`src/rtl/fft_frame_sched.sv`:
```
`default_nettype none
// ============================================================================
// Module   : fft_frame_sched
// Purpose  : Frame scheduler for the 8-point pipelined FFT chain
//            (stage_8 -> stage_4 -> stage_2 -> ping_pong_access). Accepts
//            butterfly input pairs on a valid/ready handshake, produces the
//            per-stage butterfly controls, sequences the ping-pong buffer
//            write/read ports and flags output frame boundaries.
// Ports    : clk, rst (async, active-high)
//            in_valid / in_ready          input pair handshake
//            s8_ctl, s4_ctl               stage_8 / stage_4 control
//            wr_en, wr_addr, wr_bank      ping-pong write port
//            rd_en, rd_addr, rd_bank      ping-pong read port
//            out_valid/first/last         output bin qualifiers
//            frame_cnt                    completed output frames (wraps)
//            err_abort                    sticky truncated-frame flag
// Options  : FFT_BITREV_RD_EN - read addresses in 3-bit bit-reversed order.
// Revision : 1.0 - initial release
// ============================================================================
module fft_frame_sched #(
    parameter int N_PAIRS  = 4,
    parameter int PIPE_LAT = 12,
    parameter int S4_DLY   = 4,
    parameter int RD_LAT   = 2
) (
    input  logic       clk,
    input  logic       rst,
    input  logic       in_valid,
    output logic       in_ready,
    output logic [1:0] s8_ctl,
    output logic [1:0] s4_ctl,
    output logic       wr_en,
    output logic [1:0] wr_addr,
    output logic       wr_bank,
    output logic       rd_en,
    output logic [2:0] rd_addr,
    output logic       rd_bank,
    output logic       out_valid,
    output logic       out_first,
    output logic       out_last,
    output logic [7:0] frame_cnt,
    output logic       err_abort
);

    localparam logic [1:0] c_LAST_IDX = 2'(N_PAIRS - 1);
    localparam logic [2:0] c_GAP_END  = 3'(8 - N_PAIRS - 1);

    typedef enum logic [1:0] {IDLE = 2'd0, FILL = 2'd1, GAP = 2'd2} in_state_t;
    typedef enum logic       {RIDLE = 1'b0, READ = 1'b1} rd_state_t;

    // Token layout: [4] valid, [3:2] pair index, [1] first, [0] last
    in_state_t  in_state_q, in_state_d;
    logic [1:0] idx_q, idx_d;
    logic [2:0] gap_q, gap_d;
    logic       in_ready_q, in_ready_d;
    logic       err_q, err_d;
    logic [4:0] tok_in;
    logic [4:0] dl_q [PIPE_LAT];
    logic [4:0] dl_d [PIPE_LAT];
    logic [1:0] s4_q [S4_DLY];
    logic [1:0] s4_d [S4_DLY];
    logic       wr_bank_q, wr_bank_d;
    rd_state_t  rd_state_q, rd_state_d;
    logic [2:0] rd_cnt_q, rd_cnt_d;
    logic       rd_bank_q, rd_bank_d;
    logic [2:0] fl_q [RD_LAT];
    logic [2:0] fl_d [RD_LAT];
    logic [7:0] frame_cnt_q, frame_cnt_d;
    logic       w_accept;
    logic [4:0] w_tok_out;
    logic       w_trig;

    assign w_accept  = in_valid && in_ready_q;
    assign w_tok_out = dl_q[PIPE_LAT-1];
    assign w_trig    = w_tok_out[4] && w_tok_out[0];

    // Input handshake FSM and token generation
    always_comb begin
        in_state_d = in_state_q;
        idx_d      = idx_q;
        gap_d      = gap_q;
        err_d      = err_q;
        tok_in     = '0;
        unique case (in_state_q)
            IDLE: begin
                if (w_accept) begin
                    tok_in     = {1'b1, 2'd0, 1'b1, (c_LAST_IDX == 2'd0)};
                    idx_d      = 2'd1;
                    in_state_d = FILL;
                end
            end
            FILL: begin
                if (in_valid) begin
                    tok_in = {1'b1, idx_q, 1'b0, (idx_q == c_LAST_IDX)};
                    if (idx_q == c_LAST_IDX) begin
                        idx_d      = 2'd0;
                        gap_d      = 3'd0;
                        in_state_d = GAP;
                    end else begin
                        idx_d = idx_q + 2'd1;
                    end
                end else begin
                    // Source stalled mid-frame: drop the partial frame
                    idx_d      = 2'd0;
                    err_d      = 1'b1;
                    in_state_d = IDLE;
                end
            end
            GAP: begin
                // Hold off input so frames never outrun the 8-cycle read
                if (gap_q == c_GAP_END) begin
                    in_state_d = IDLE;
                end else begin
                    gap_d = gap_q + 3'd1;
                end
            end
            default: begin
                idx_d      = 2'd0;
                in_state_d = IDLE;
            end
        endcase
        in_ready_d = (in_state_d != GAP);
    end

    // Token delay line and stage_4 control delay
    always_comb begin
        dl_d[0] = tok_in;
        for (int i = 1; i < PIPE_LAT; i++) begin
            dl_d[i] = dl_q[i-1];
        end
        s4_d[0] = idx_q;
        for (int i = 1; i < S4_DLY; i++) begin
            s4_d[i] = s4_q[i-1];
        end
    end

    // Write bank flips after the last pair of a frame lands; read FSM
    // drains the bank just filled.
    always_comb begin
        wr_bank_d  = wr_bank_q ^ w_trig;
        rd_state_d = rd_state_q;
        rd_cnt_d   = rd_cnt_q;
        rd_bank_d  = rd_bank_q;
        unique case (rd_state_q)
            RIDLE: begin
                if (w_trig) begin
                    rd_state_d = READ;
                    rd_cnt_d   = 3'd0;
                    rd_bank_d  = wr_bank_q;
                end
            end
            READ: begin
                if (rd_cnt_q == 3'd7) begin
                    rd_cnt_d = 3'd0;
                    if (w_trig) begin
                        // Back-to-back frame: continue without a bubble
                        rd_bank_d = wr_bank_q;
                    end else begin
                        rd_state_d = RIDLE;
                    end
                end else begin
                    rd_cnt_d = rd_cnt_q + 3'd1;
                end
            end
            default: begin
                rd_state_d = RIDLE;
                rd_cnt_d   = 3'd0;
            end
        endcase
    end

    // Output flags follow the read position, matching buffer read latency
    always_comb begin
        fl_d[0] = {rd_state_q == READ,
                   (rd_state_q == READ) && (rd_cnt_q == 3'd0),
                   (rd_state_q == READ) && (rd_cnt_q == 3'd7)};
        for (int i = 1; i < RD_LAT; i++) begin
            fl_d[i] = fl_q[i-1];
        end
        frame_cnt_d = frame_cnt_q + {7'd0, fl_q[RD_LAT-1][0]};
    end

    always_ff @(posedge clk or posedge rst) begin
        if (rst) begin
            in_state_q  <= IDLE;
            idx_q       <= '0;
            gap_q       <= '0;
            in_ready_q  <= 1'b0;
            err_q       <= 1'b0;
            for (int i = 0; i < PIPE_LAT; i++) dl_q[i] <= '0;
            for (int i = 0; i < S4_DLY; i++)   s4_q[i] <= '0;
            wr_bank_q   <= 1'b0;
            rd_state_q  <= RIDLE;
            rd_cnt_q    <= '0;
            rd_bank_q   <= 1'b0;
            for (int i = 0; i < RD_LAT; i++)   fl_q[i] <= '0;
            frame_cnt_q <= '0;
        end else begin
            in_state_q  <= in_state_d;
            idx_q       <= idx_d;
            gap_q       <= gap_d;
            in_ready_q  <= in_ready_d;
            err_q       <= err_d;
            for (int i = 0; i < PIPE_LAT; i++) dl_q[i] <= dl_d[i];
            for (int i = 0; i < S4_DLY; i++)   s4_q[i] <= s4_d[i];
            wr_bank_q   <= wr_bank_d;
            rd_state_q  <= rd_state_d;
            rd_cnt_q    <= rd_cnt_d;
            rd_bank_q   <= rd_bank_d;
            for (int i = 0; i < RD_LAT; i++)   fl_q[i] <= fl_d[i];
            frame_cnt_q <= frame_cnt_d;
        end
    end

    assign in_ready  = in_ready_q;
    assign s8_ctl    = idx_q;
    assign s4_ctl    = s4_q[S4_DLY-1];
    assign wr_en     = w_tok_out[4];
    assign wr_addr   = w_tok_out[1] ? 2'd0 : w_tok_out[3:2];
    assign wr_bank   = wr_bank_q;
    assign rd_en     = (rd_state_q == READ);
    assign rd_bank   = rd_bank_q;
`ifdef FFT_BITREV_RD_EN
    assign rd_addr   = {rd_cnt_q[0], rd_cnt_q[1], rd_cnt_q[2]};
`else
    assign rd_addr   = rd_cnt_q;
`endif
    assign out_valid = fl_q[RD_LAT-1][2];
    assign out_first = fl_q[RD_LAT-1][1];
    assign out_last  = fl_q[RD_LAT-1][0];
    assign frame_cnt = frame_cnt_q;
    assign err_abort = err_q;

endmodule
`default_nettype wire

```
`config.mk`:
```
export PLATFORM = sky130hd
export DESIGN_NAME = fft_frame_sched
export DESIGN_NICKNAME = d
export VERILOG_FILES = /design/src/rtl/fft_frame_sched.sv
export SDC_FILE = /design/constraint.sdc
export NUM_CORES = 1
export LEC_CHECK = 0
export BUFFER_PORTS_ARGS = -buffer_cell sky130_fd_sc_hd__buf_2
export CAP_MARGIN = 25
export CORE_MARGIN = 8
export CORE_UTILIZATION = 60
export DETAILED_ROUTE_END_ITERATION = 12
export PLACE_DENSITY_LB_ADDON = 0.3
export SYNTH_ARGS = -nofsm -noshare
export SYNTH_HDL_FRONTEND = slang
export SYNTH_SLANG_ARGS = --single-unit
```
`constraint.sdc`:
```
create_clock -name clk -period 5.2 [get_ports clk]
set_input_delay 1.3 -clock clk [delete_from_list [all_inputs] [get_ports clk]]
set_output_delay 1.3 -clock clk [all_outputs]
set_load 0.05 [all_outputs]
```
After elaboration in Yosys (flattened, before gate mapping)
Index checks and enable logic that the tools add are counted.
{ "word_totals": {"regBits": 97, "latch_bits": 0, "mem_bits_rw": 0, "romBits": 0, "inputBits": 3, "out_inout_bits": 26, "word_cells": 84, "mem_count": 0} }
{ "op_classes": {"add_sub_neg": 4, "multipliers": 0, "n_div": 0, "n_lt_le_gt_ge": 0, "eq_ne": 12, "shifts": 0, "muxes": 26, "bitwise": 4, "reduce_logical": 10} }
{ "ops": {"columns": ["operator", "n"], "rows": [
  ["2-bit two-way mux", 8],
  ["3-bit two-way mux", 5],
  ["2-bit inequality test (second input constant)", 6],
  ["2-bit case mux with 3 select lines", 2],
  ["3-bit case mux with 2 select lines", 2],
  ["5-bit two-way mux", 2],
  ["5-bit case mux with 2 select lines", 1],
  ["8-bit by 1-bit adder with 8-bit output", 1],
  ["3-bit by 1-bit adder with 3-bit output (second input constant)", 2],
  ["2-bit equality test (second input constant)", 2],
  ["1-bit logical AND", 4],
  ["1-bit two-way mux", 4],
  ["1-bit case mux with 2 select lines", 2],
  ["2-bit AND reduction", 2],
  ["4-bit AND reduction", 1],
  ["3-bit by 2-bit equality test with 1-bit output (second input constant)", 1],
  ["3-bit equality test (second input constant)", 1],
  ["3-bit zero test", 1],
  ["1-bit NOT", 3],
  ["2-bit by 1-bit adder with 2-bit output (second input constant)", 1],
  ["2-bit by 1-bit equality test with 1-bit output (second input constant)", 1],
  ["2-bit zero test", 1],
  ["2-bit by 1-bit inequality test with 1-bit output (second input constant)", 1],
  ["2-bit nonzero test", 1],
  ["1-bit bitwise XOR", 1]
]} }

Longest topological paths before layout
Gate-level depths: netlist of the first run.
{ "logic_depth": {"depth_word": 5, "mapped_depth": 5, "depth_no_buf": 5} }

Least setup slack after synthesis of the first run
No wires, ideal clock.
{ "synth_timing": {"path_type": "flip-flop to output port", "startpoint": "register dl_q, in the netlist w_tok_out[1]", "endpoint": "output port wr_addr[0]", "arrival_ns": 1.056, "required_ns": 3.900, "path_slack_ns": 2.844, "stages_incl_launch_ff": 2, "path_buffers": 0, "path_cell_list": "dfrtp_1 -> nor2b_1"} }
{ "synth_between": {"elab_chain_cells": 1} }
{ "synth_rtl": {"columns": ["item", "line_no", "rtl"], "rows": [
  ["start, declared", "58", "logic [4:0] dl_q [PIPE_LAT];"],
  ["2-bit two-way mux", "219", "assign wr_addr = w_tok_out[1] ? 2'd0 : w_tok_out[3:2];"],
  ["end, declared", "33", "output logic [1:0] wr_addr,"]
]} }
Every way passes these cells.

Worst setup path after layout of the first run
{ "layout_timing": {"startpoint": "register rd_state_q (netlist: rd_en)", "endpoint": "output port rd_en"} }
{ "layout_lines": {"columns": ["item", "line_no", "rtl"], "rows": [
  ["start, declared", "63", "rd_state_t rd_state_q, rd_state_d;"],
  ["start signal, assigned", "207", "rd_state_q <= rd_state_d;"],
  ["end, declared", "35", "output logic rd_en,"]
]} }
No word-level cell between the ends.

==> impl_metrics.csv, run 1 <==
group,metric,value,unit
run_status,outcome,"finished clean",
clock_network,clk_pin_slew,0.08,ns
drt,routed-via-count,1383,
logic_synthesis,synthCells,174,
setup_path,worstPathCellList,"buf_2",
grt,overflow,0,
final_layout,drive_above_1_share,0.259,
setup_path,cp_max_fo,10,
final_layout,fin_util,0.732,
job,drv_cap,0,
timing,slew_viol_final,0,
logic_synthesis,ys_seq_area_frac,0.816,
power_and_ir_drop,intPower,0.00143,W
drt,wl_per_cell,15.9,um
final_layout,fin_area,3480,um^2
min_path,whs_path_depth,0,
clock_network,cts_setup_buffers,0,
timing,fmaxAchievable,0.403,GHz
clock_network,clockBufferDepth,2,
clock_network,numCtsBuffers,9,
timing,hold_violations,0,
clock_network,cts_hold_buf,0,
setup_path,critPathLaunch,"rd_en",
power_and_ir_drop,p_sw_frac,0.296,
setup_path,critPathTopFamily,"flip-flops",
logic_synthesis,syn-num-nets,185,
final_layout,n_fill_cell,302,
setup_path,critPathMaxStageDelay,0.51,ns
setup_path,cp.arrival,1.18,ns
power_and_ir_drop,p_sw,0.000599,W
clock_network,htree_levels,3,
timing,skew,0.00685,ns
final_layout,final_nets,223,
timing,setup_ws,2.72,ns
floorplan,initial_core_util,0.625,
power_and_ir_drop,sequentialPowerShare,0.501,
timing,grt_setup_unrepaired,"no",
setup_path,start_kind,"flop",
setup_path,ff2ff_path_depth,5,
drt,wirelength,4.51,mm
placed_design,dpl_worst_slack,2.64,ns
final_layout,diodes,0,
setup_path,cp.depth,1,
setup_path,cp_num_buf_inv,1,
floorplan,die_area,7460,um^2
final_layout,regArea,2430,um^2
timing,relSlewSlack,0.704,
final_layout,multi_input_comb_area,493,um^2
drt,drt_iter0_markers,49,
grt,grt_pass1_vias,1465,
clock_network,cts_root_buf,"clkbuf_8",
setup_path,crit_slowest_cell,"dfrtp_1",
logic_synthesis,ys_ff_latch,97,
clock_network,cts.sinks,97,
min_path,hp-class,"reg -> reg",
clock_network,clkLatencyLatePin,0.34,ns
min_path,holdCritStartpoint,"dl_d[33]",
placed_design,placed_cell_area,3180,um^2
drt,dr.pass1.iters,5,
timing,setup_violations,0,
floorplan,die_h,86.4,um
logic_synthesis,synth_top_area_share,0.816,
setup_path,cp-end-kind,"output port",
floorplan,row_count,25,
setup_path,crit_type,"reg -> out",
power_and_ir_drop,max-vdd-ir-drop,0.376,mV
logic_synthesis,yosys_warnings,0,
placed_design,dp_cells,267,
placed_design,io_buffers,28,
logic_synthesis,avgSynthCellArea,17.1,um^2
drt,drcViolationCount,0,
timing,setup-tns-final,0,ns
final_layout,stdcell_count,283,
logic_synthesis,netlist_area,2970,um^2
grt,grt_start_max_net_pins,66,
power_and_ir_drop,pwr-share-clk,0.318,
logic_synthesis,yosys.area.top_type,"dfrtp_1",
logic_synthesis,synth_cell_types,27,
logic_synthesis,synth_edf_count,0,
logic_synthesis,synth.most_common_cell,"dfrtp_1",
grt,antenna_found_initial,0,
power_and_ir_drop,p_per_area,583,nW/um^2
placed_design,routabilityCongestion,0.747,
final_layout,area_delta_synth_final,17.0,%
grt,track_usage,0.136,
grt,grt_pass1_wl,7.55,mm
clock_network,cts_tree,"yes",
timing,worst_pin_slew,0.443,ns
floorplan,die_x,86.4,um
setup_path,r2r-start,"rd_addr[0]",
floorplan,ioPinCount,29,
timing,fin_crit_sh,0.478,
logic_synthesis,synth_commonest_cells,"dfrtp_1 (97), nand2_1 (11), ha_1 (8)",
power_and_ir_drop,p_leak,1.85,nW
clock_network,cts_resized,0,
power_and_ir_drop,comb_power_share,0.181,
floorplan,coreArea,4750,um^2
timing,fin_crit,2.48,ns
logic_synthesis,async_flop_share,1.00,
logic_synthesis,synth.area.top_cells,"dfrtp_1 (82%), ha_1 (3.4%), mux2_4 (1.5%)",
drt,viasPerCell,4.89,
setup_path,cp.required,3.90,ns
drt,ant_nets,0,
setup_path,regToRegSetupSlack,3.53,ns
logic_synthesis,ys.flop_type,"dfrtp_1",
through the flow:
step | hold slack [ns] | total power (W)
floorplan | 0.331 | 0.00129
global placement | 0.333 | 0.00136
detailed placement | 0.335 | 0.00139
CTS | 0.346 | 0.00205
global route | 0.351 | 0.00212
finish | 0.345 | 0.00203
flip-flops by register name (all words and copies together), names as in the netlist, 2 cells and up:
| name | cells |
|---|---|
| dl_d | 55 |
| fl_d | 3 |
| frame_cnt | 8 |
| gap_q | 3 |
| in_state_q | 2 |
| rd_addr | 3 |
| s4_ctl | 2 |
| s4_d | 6 |
| s8_ctl | 2 |
| w_tok_out | 5 |
layout by cell type, fill, tap and decap left out, types with 3 or more instances in the layout:
| master | instances |
|---|---|
| nor2_1 | 6 |
| dfrtp_1 | 97 |
| bufinv_16 | 5 |
| nand2_1 | 11 |
| nor2b_1 | 3 |
| nand3_1 | 5 |
| mux2_4 | 3 |
| xnor2_1 | 4 |
| ha_1 | 8 |
| o21ai_0 | 5 |
| inv_1 | 6 |
| clkbuf_8 | 9 |
| xor2_1 | 3 |
| buf_2 | 28 |
final cells by class:
cell class,instances,area share
well taps,67,0.0241
inverters,7,0.00791
clock buffers,9,0.0356
repair buffers,30,0.0482
multi-input cells,67,0.142
clock inverters,6,0.0446
flip-flops and latches,97,0.698
kinds of logic after synthesis:
group                    count (synthesis)  share of synthesized area
buffers and inverters                   10                     0.0177
flip-flops                              97                      0.816
adder cells (fa/ha/maj)                  8                     0.0337
AND/OR/NAND/NOR                         38                     0.0699
AO/OA/AOI/OAI                           10                     0.0227
XOR/XNOR                                 7                     0.0206
multiplexers                             4                     0.0189
worst paths after layout:
path | endpoint
max in group asynchronous | frame_cnt[1]
hold / removal | dl_d[28]
hold reg to reg | dl_d[28]
setup reg to reg | rd_bank
min in group asynchronous | frame_cnt[5]
setup / recovery | rd_en
power groups by stage:
stage / Clock, W / Combinational [W] / Sequential, W
3_3_place_gp: 0 / 0.000351 / 0.00101
6_report: 0.000646 / 0.000366 / 0.00102
4_1_cts: 0.000660 / 0.000370 / 0.00102
5_1_grt: 0.000692 / 0.000393 / 0.00104
2_1_floorplan: 0 / 0.000160 / 0.00113
3_5_place_dp: 0 / 0.000364 / 0.00103
per-layer routing:
metal / routed length (um) / GRT usage / vias up
met4: 46 / 0.0548 / 0
met3: 266 / 0.0548 / 4
met5: 0 / 0 / -
met2: 2260 / 0.219 / 37
met1: 1930 / 0.158 / 711
li1: - / - / 631
(Power assumes the default switching activity.)
==> run 2: changes to the inputs <==
- ABC_AREA: not set -> 1
- CORE_UTILIZATION: 60 -> 57
- clock period: 5.2 -> 2.35 ns (I/O delays scaled with it)
==> run 2 against run 1 <==
  * Count of clock-buffer cells in the layout up 1
  * Clock power up 76%
  * Sequential cell count did not move
  * Worst hold slack got worse by 0.050 ns
  * Combinational power is 130% higher
  * Highest routed layer unchanged
==> impl_metrics.csv, run 2 <==
group,metric,value,unit
floorplan,initial_core_util,0.587,
final_layout,fin_util,0.679,
final_layout,stdcell_count,323,
logic_synthesis,synth_top_area_share,0.809,
placed_design,io_buffers,28,
setup_path,critPathMaxStageDelay,0.46,ns
timing,grt_setup_unrepaired,"no",
floorplan,die_x,88.5,um
final_layout,largest_register_ffs,55,
drt,drcViolationCount,0,
timing,setup_violations,0,
drt,wl_per_cell,13.2,um
run_status,outcome,"finished clean",
logic_synthesis,synthCells,208,
logic_synthesis,yosys_warnings,0,
logic_synthesis,synth_edf_count,0,
drt,routed-via-count,1499,
clock_network,cts_setup_buffers,0,
grt,grt_pass1_wl,7.27,mm
logic_synthesis,ys_seq_area_frac,0.809,
placed_design,dp_cells,307,
timing,relSlewSlack,0.619,
logic_synthesis,yosys.area.top_type,"dfrtp_1",
timing,fin_crit,1.70,ns
drt,drt_iter0_markers,50,
clock_network,cts_hold_buf,0,
final_layout,diodes,0,
setup_path,crit_type,"reg -> out",
timing,fin_crit_sh,0.722,
floorplan,die_area,7840,um^2
final_layout,final_nets,259,
grt,grt_pass1_vias,1572,
logic_synthesis,avgSynthCellArea,14.4,um^2
timing,fin_hold_ws,0.296,ns
floorplan,ioPinCount,29,
placed_design,dpl_worst_slack,1.01,ns
final_layout,final_cell_mix,"dfrtp_1 (97), nand2_1 (35), buf_2 (28)",
timing,setup-tns-final,0,ns
timing,setup_ws,0.653,ns
setup_path,cp-end-kind,"output port",
timing,worst_pin_slew,0.570,ns
drt,ant_nets,0,
clock_network,clk_pin_slew,0.08,ns
logic_synthesis,synth.area.top_cells,"dfrtp_1 (81%), nand2_1 (4.4%), ha_1 (3.3%)",
logic_synthesis,syn-num-nets,219,
setup_path,crit_slowest_cell,"dfrtp_1",
power_and_ir_drop,p_leak,1.86,nW
logic_synthesis,ys_ff_latch,97,
floorplan,row_count,26,
timing,fmaxAchievable,0.589,GHz
placed_design,routabilityCongestion,0.761,
clock_network,cts_resized,0,
clock_network,htree_levels,3,
final_layout,drive_above_1_share,0.202,
logic_synthesis,synth.most_common_cell,"dfrtp_1",
grt,overflow,0,
clock_network,cts_tree,"yes",
floorplan,die_h,88.5,um
floorplan,coreArea,5110,um^2
clock_network,cts.sinks,97,
logic_synthesis,synth_cell_types,16,
clock_network,cts_root_buf,"clkbuf_8",
placed_design,dp_hpwl,2.91,mm
timing,hold_violations,0,
drt,dr.pass1.iters,3,
setup_path,critPathTopFamily,"flip-flops",
setup_path,cp_num_buf_inv,1,
drt,viasPerCell,4.64,
grt,track_usage,0.126,
setup_path,start_kind,"flop",
setup_path,worstPathCellList,"buf_2",
setup_path,cp.required,1.76,ns
setup_path,cp.arrival,1.11,ns
power_and_ir_drop,p_per_area,1220,nW/um^2
setup_path,cp_max_fo,8,
grt,antenna_found_initial,0,
clock_network,clkLatencyLatePin,0.35,ns
clock_network,numCtsBuffers,9,
timing,slew_viol_final,0,
logic_synthesis,netlist_area,3000,um^2
job,drv_cap,0,
grt,grt_start_max_net_pins,47,
power_and_ir_drop,max-vdd-ir-drop,0.739,mV
clock_network,clockBufferDepth,2,
logic_synthesis,ys.flop_type,"dfrtp_1",
final_layout,n_fill_cell,364,
min_path,hp-class,"in -> async",
logic_synthesis,async_flop_share,1.00,
final_layout,final_common_cell,"dfrtp_1",
timing,skew,0.00680,ns
final_layout,area_delta_synth_final,15.6,%
drt,wirelength,4.27,mm
logic_synthesis,synth_commonest_cells,"dfrtp_1 (97), nand2_1 (35), inv_1 (25)",
[run 2: area by class of cell]
class | instances | area [um^2] | area share
timing repair buffer | 31 | 175 | 0.0505
inverter | 26 | 101 | 0.0292
sequential | 97 | 2430 | 0.700
clock inverter | 6 | 90.1 | 0.0260
clock buffer | 10 | 128 | 0.0368
multi-input combinational | 83 | 459 | 0.132
tap | 70 | 87.6 | 0.0253
[run 2: per-layer routing]
layer,GRT usage,vias to the layer above,part of all wire
met5,0,-,0
li1,-,720,-
met4,0.0522,0,0.017
met3,0.0539,7,0.061
met2,0.198,26,0.48
met1,0.150,746,0.45
[run 2: cells by family after synthesis]
kind of cell	count (synthesis)	share of synthesized area
xor+xnor	4	0.0117
simple gates	66	0.0989
buf+inv	28	0.0375
fa+ha+maj	8	0.0334
flops	97	0.809
compound gates	5	0.00918
[run 2: where the power goes]
group          leakage [nW]  switching, W  internal, W
Clock                 0.107      0.000533     0.000605
Sequential             1.26      0.000189      0.00208
Combinational         0.490      0.000640     0.000200
Total                  1.86       0.00136      0.00288
[run 2: per-stage QoR]
stage,cell area [um^2],power (W)
final,3470,0.00424
after CTS,3470,0.00430
after detailed placement,3250,0.00316
after global placement,3250,0.00310
after global routing,3470,0.00449
after floorplan,3000,0.00292
[run 2: path summary, 6_finish.rpt]
kind | from | to | slack, ns | depth (start not counted)
max in group asynchronous | rst | dl_d[15] | 1.46 | 3
min in group clk | dl_d[26] | dl_d[21] | 0.35 | 0
worst max register to register | gap_q[0] | gap_q[0] | 0.99 | 6
worst min register to register | dl_d[26] | dl_d[21] | 0.35 | 0
worst min-delay path | rst | w_tok_out[4] | 0.30 | 2
worst max-delay path | rd_en | rd_en | 0.65 | 1
==> run 3: changes to the inputs <==
- ABC_AREA: 1 -> 0
- CORE_UTILIZATION: 57 -> 51
- clock period: 2.35 -> 1.55 ns (I/O delays scaled with it)
==> run 3 against run 2 <==
  * Worst setup slack worse by 0.59 ns
  * Highest routed layer unchanged
  * Clock power up 46%
  * First-iteration DRC count down 12%
  * Largest cell class unchanged
  * Sequential cell count unchanged
==> impl_metrics.csv, run 3 (synthesis gave the netlist of run 1 again) <==
group,metric,value,unit
floorplan,coreArea,5780,um^2
clock_network,numCtsBuffers,9,
timing,fin_hold_ws,0.344,ns
setup_path,worstPathCellList,"ha_1 > ha_1 > o22a_4 > mux2_4",
power_and_ir_drop,p_per_area,1810,nW/um^2
placed_design,routabilityCongestion,0.750,
setup_path,cp_max_fo,5,
placed_design,dp_hpwl,2.45,mm
final_layout,final_nets,226,
timing,setup-tns-final,0,ns
floorplan,die_h,92.4,um
timing,skew,0.0107,ns
setup_path,critPathMaxStageDelay,0.40,ns
timing,relSlewSlack,0.780,
floorplan,die_area,8530,um^2
setup_path,cp-end-kind,"flop",
placed_design,dpl_worst_slack,0.0753,ns
grt,grt_start_max_net_pins,51,
clock_network,cts_tree,"yes",
drt,routed-via-count,1356,
setup_path,regToRegSetupSlack,0.06,ns
setup_path,crit_type,"reg -> reg",
floorplan,ioPinCount,29,
grt,overflow,0,
timing,setup_ws,0.0614,ns
drt,drt_iter0_markers,44,
setup_path,cp.required,1.78,ns
final_layout,final_cell_mix,"dfrtp_1 (95), buf_2 (26), nand2_1 (11), clkbuf_8 (11), ha_1 (7)",
timing,setup_violations,0,
clock_network,htree_levels,3,
job,drv_cap,0,
setup_path,start_kind,"flop",
setup_path,crit_slowest_cell,"dfrtp_1",
final_layout,regArea,2430,um^2
grt,track_usage,0.103,
final_layout,area_delta_synth_final,17.3,%
grt,grt_pass1_wl,6.62,mm
clock_network,cts_root_buf,"clkbuf_8",
timing,fin_crit_sh,0.960,
drt,wirelength,3.85,mm
floorplan,die_x,92.4,um
timing,worst_pin_slew,0.330,ns
grt,antenna_found_initial,0,
final_layout,final_common_cell,"dfrtp_1",
clock_network,clk_pin_slew,0.09,ns
drt,drcViolationCount,0,
final_layout,multi_input_comb_area,512,um^2
timing,grt_setup_unrepaired,"no",
drt,dr.pass1.iters,4,
final_layout,stdcell_count,295,
clock_network,cts.sinks,97,
run_status,outcome,"finished clean",
timing,hold_violations,0,
final_layout,drive_above_1_share,0.291,
final_layout,fin_util,0.603,
setup_path,worst_path_most_repeated_cell,"ha_1",
setup_path,cp.arrival,1.72,ns
timing,fmaxAchievable,0.672,GHz
drt,viasPerCell,4.60,
power_and_ir_drop,max-vdd-ir-drop,1.10,mV
placed_design,dp_cells,278,
floorplan,row_count,28,
grt,grt_pass1_vias,1391,
final_layout,largest_register_ffs,55,
timing,fin_crit,1.49,ns
drt,ant_nets,0,
final_layout,n_fill_cell,448,
floorplan,initial_core_util,0.514,
drt,wl_per_cell,13.1,um
placed_design,io_buffers,28,
final_layout,diodes,0,
clock_network,clockBufferDepth,2,
min_path,hp-class,"reg -> reg",
clock_network,clkLatencyLatePin,0.35,ns
timing,slew_viol_final,0,
power_and_ir_drop,p_leak,1.83,nW
## run 3: cell count changes in the layout (fill, tap and decap cells not counted), moves of 4 or more
cell / delta
nand2_1: -24
inv_1: -18
nand3_1: -10
mux2_4: +4
nand4_1: -4
nor2_1: -4
## run 3: cell type report
type,instances,share of cell area
Sequential cell,97,0.697
Multi-Input combinational cell,67,0.147
Timing Repair Buffer,33,0.0603
Clock buffer,11,0.0434
Tap cell,75,0.0269
Clock inverter,5,0.0176
Inverter,7,0.00861
## run 3: routing by layer
metal / vias to the layer above / share of wire / track usage
met3: 9 / 0.065 / 0.0372
met2: 34 / 0.43 / 0.144
met4: 0 / 0.033 / 0.0886
met1: 674 / 0.47 / 0.124
li1: 639 / - / -
met5: - / 0 / 0
## run 3: per-stage QoR
stage | area, um^2 | power [W]
2_1_floorplan | 3000 | 0.00438
3_3_place_gp | 3260 | 0.00466
3_5_place_dp | 3260 | 0.00471
4_1_cts | 3480 | 0.00642
5_1_grt | 3490 | 0.00664
6_report | 3490 | 0.00632
## run 3: final timing paths
path,from,to,cells after the start
min in group asynchronous,rst,wr_bank,3
min,dl_d[20],dl_d[15],0
max in group asynchronous,rst,dl_d[46],4
max reg2reg,gap_q[0],gap_q[2],4
max,gap_q[0],gap_q[2],4
min reg2reg,dl_d[20],dl_d[15],0
## run 3: power breakdown
| part | switching, W | total (W) | internal (W) |
|---|---|---|---|
| registers | 0.000251 | 0.00335 | 0.00309 |
| clock network | 0.000816 | 0.00166 | 0.000842 |
| logic | 0.000936 | 0.00131 | 0.000376 |
| total | 0.00200 | 0.00632 | 0.00431 |
## run 3: worst max-delay path: cells and delay by family (launching register included)
kind,cells,cell delay (ns)
compound gates,1,0.28
fa+ha+maj,2,0.40
flops,1,0.40
mux,1,0.29
## run 3: repair_timing
action / 4_1_cts / 5_1_grt
setup buffers: 0 / 0
endpoints found under the setup margin: 0 / 2
hold buffers: 1 / 0
resized for setup: 0 / 4
endpoints found under the hold margin: 11 / 0
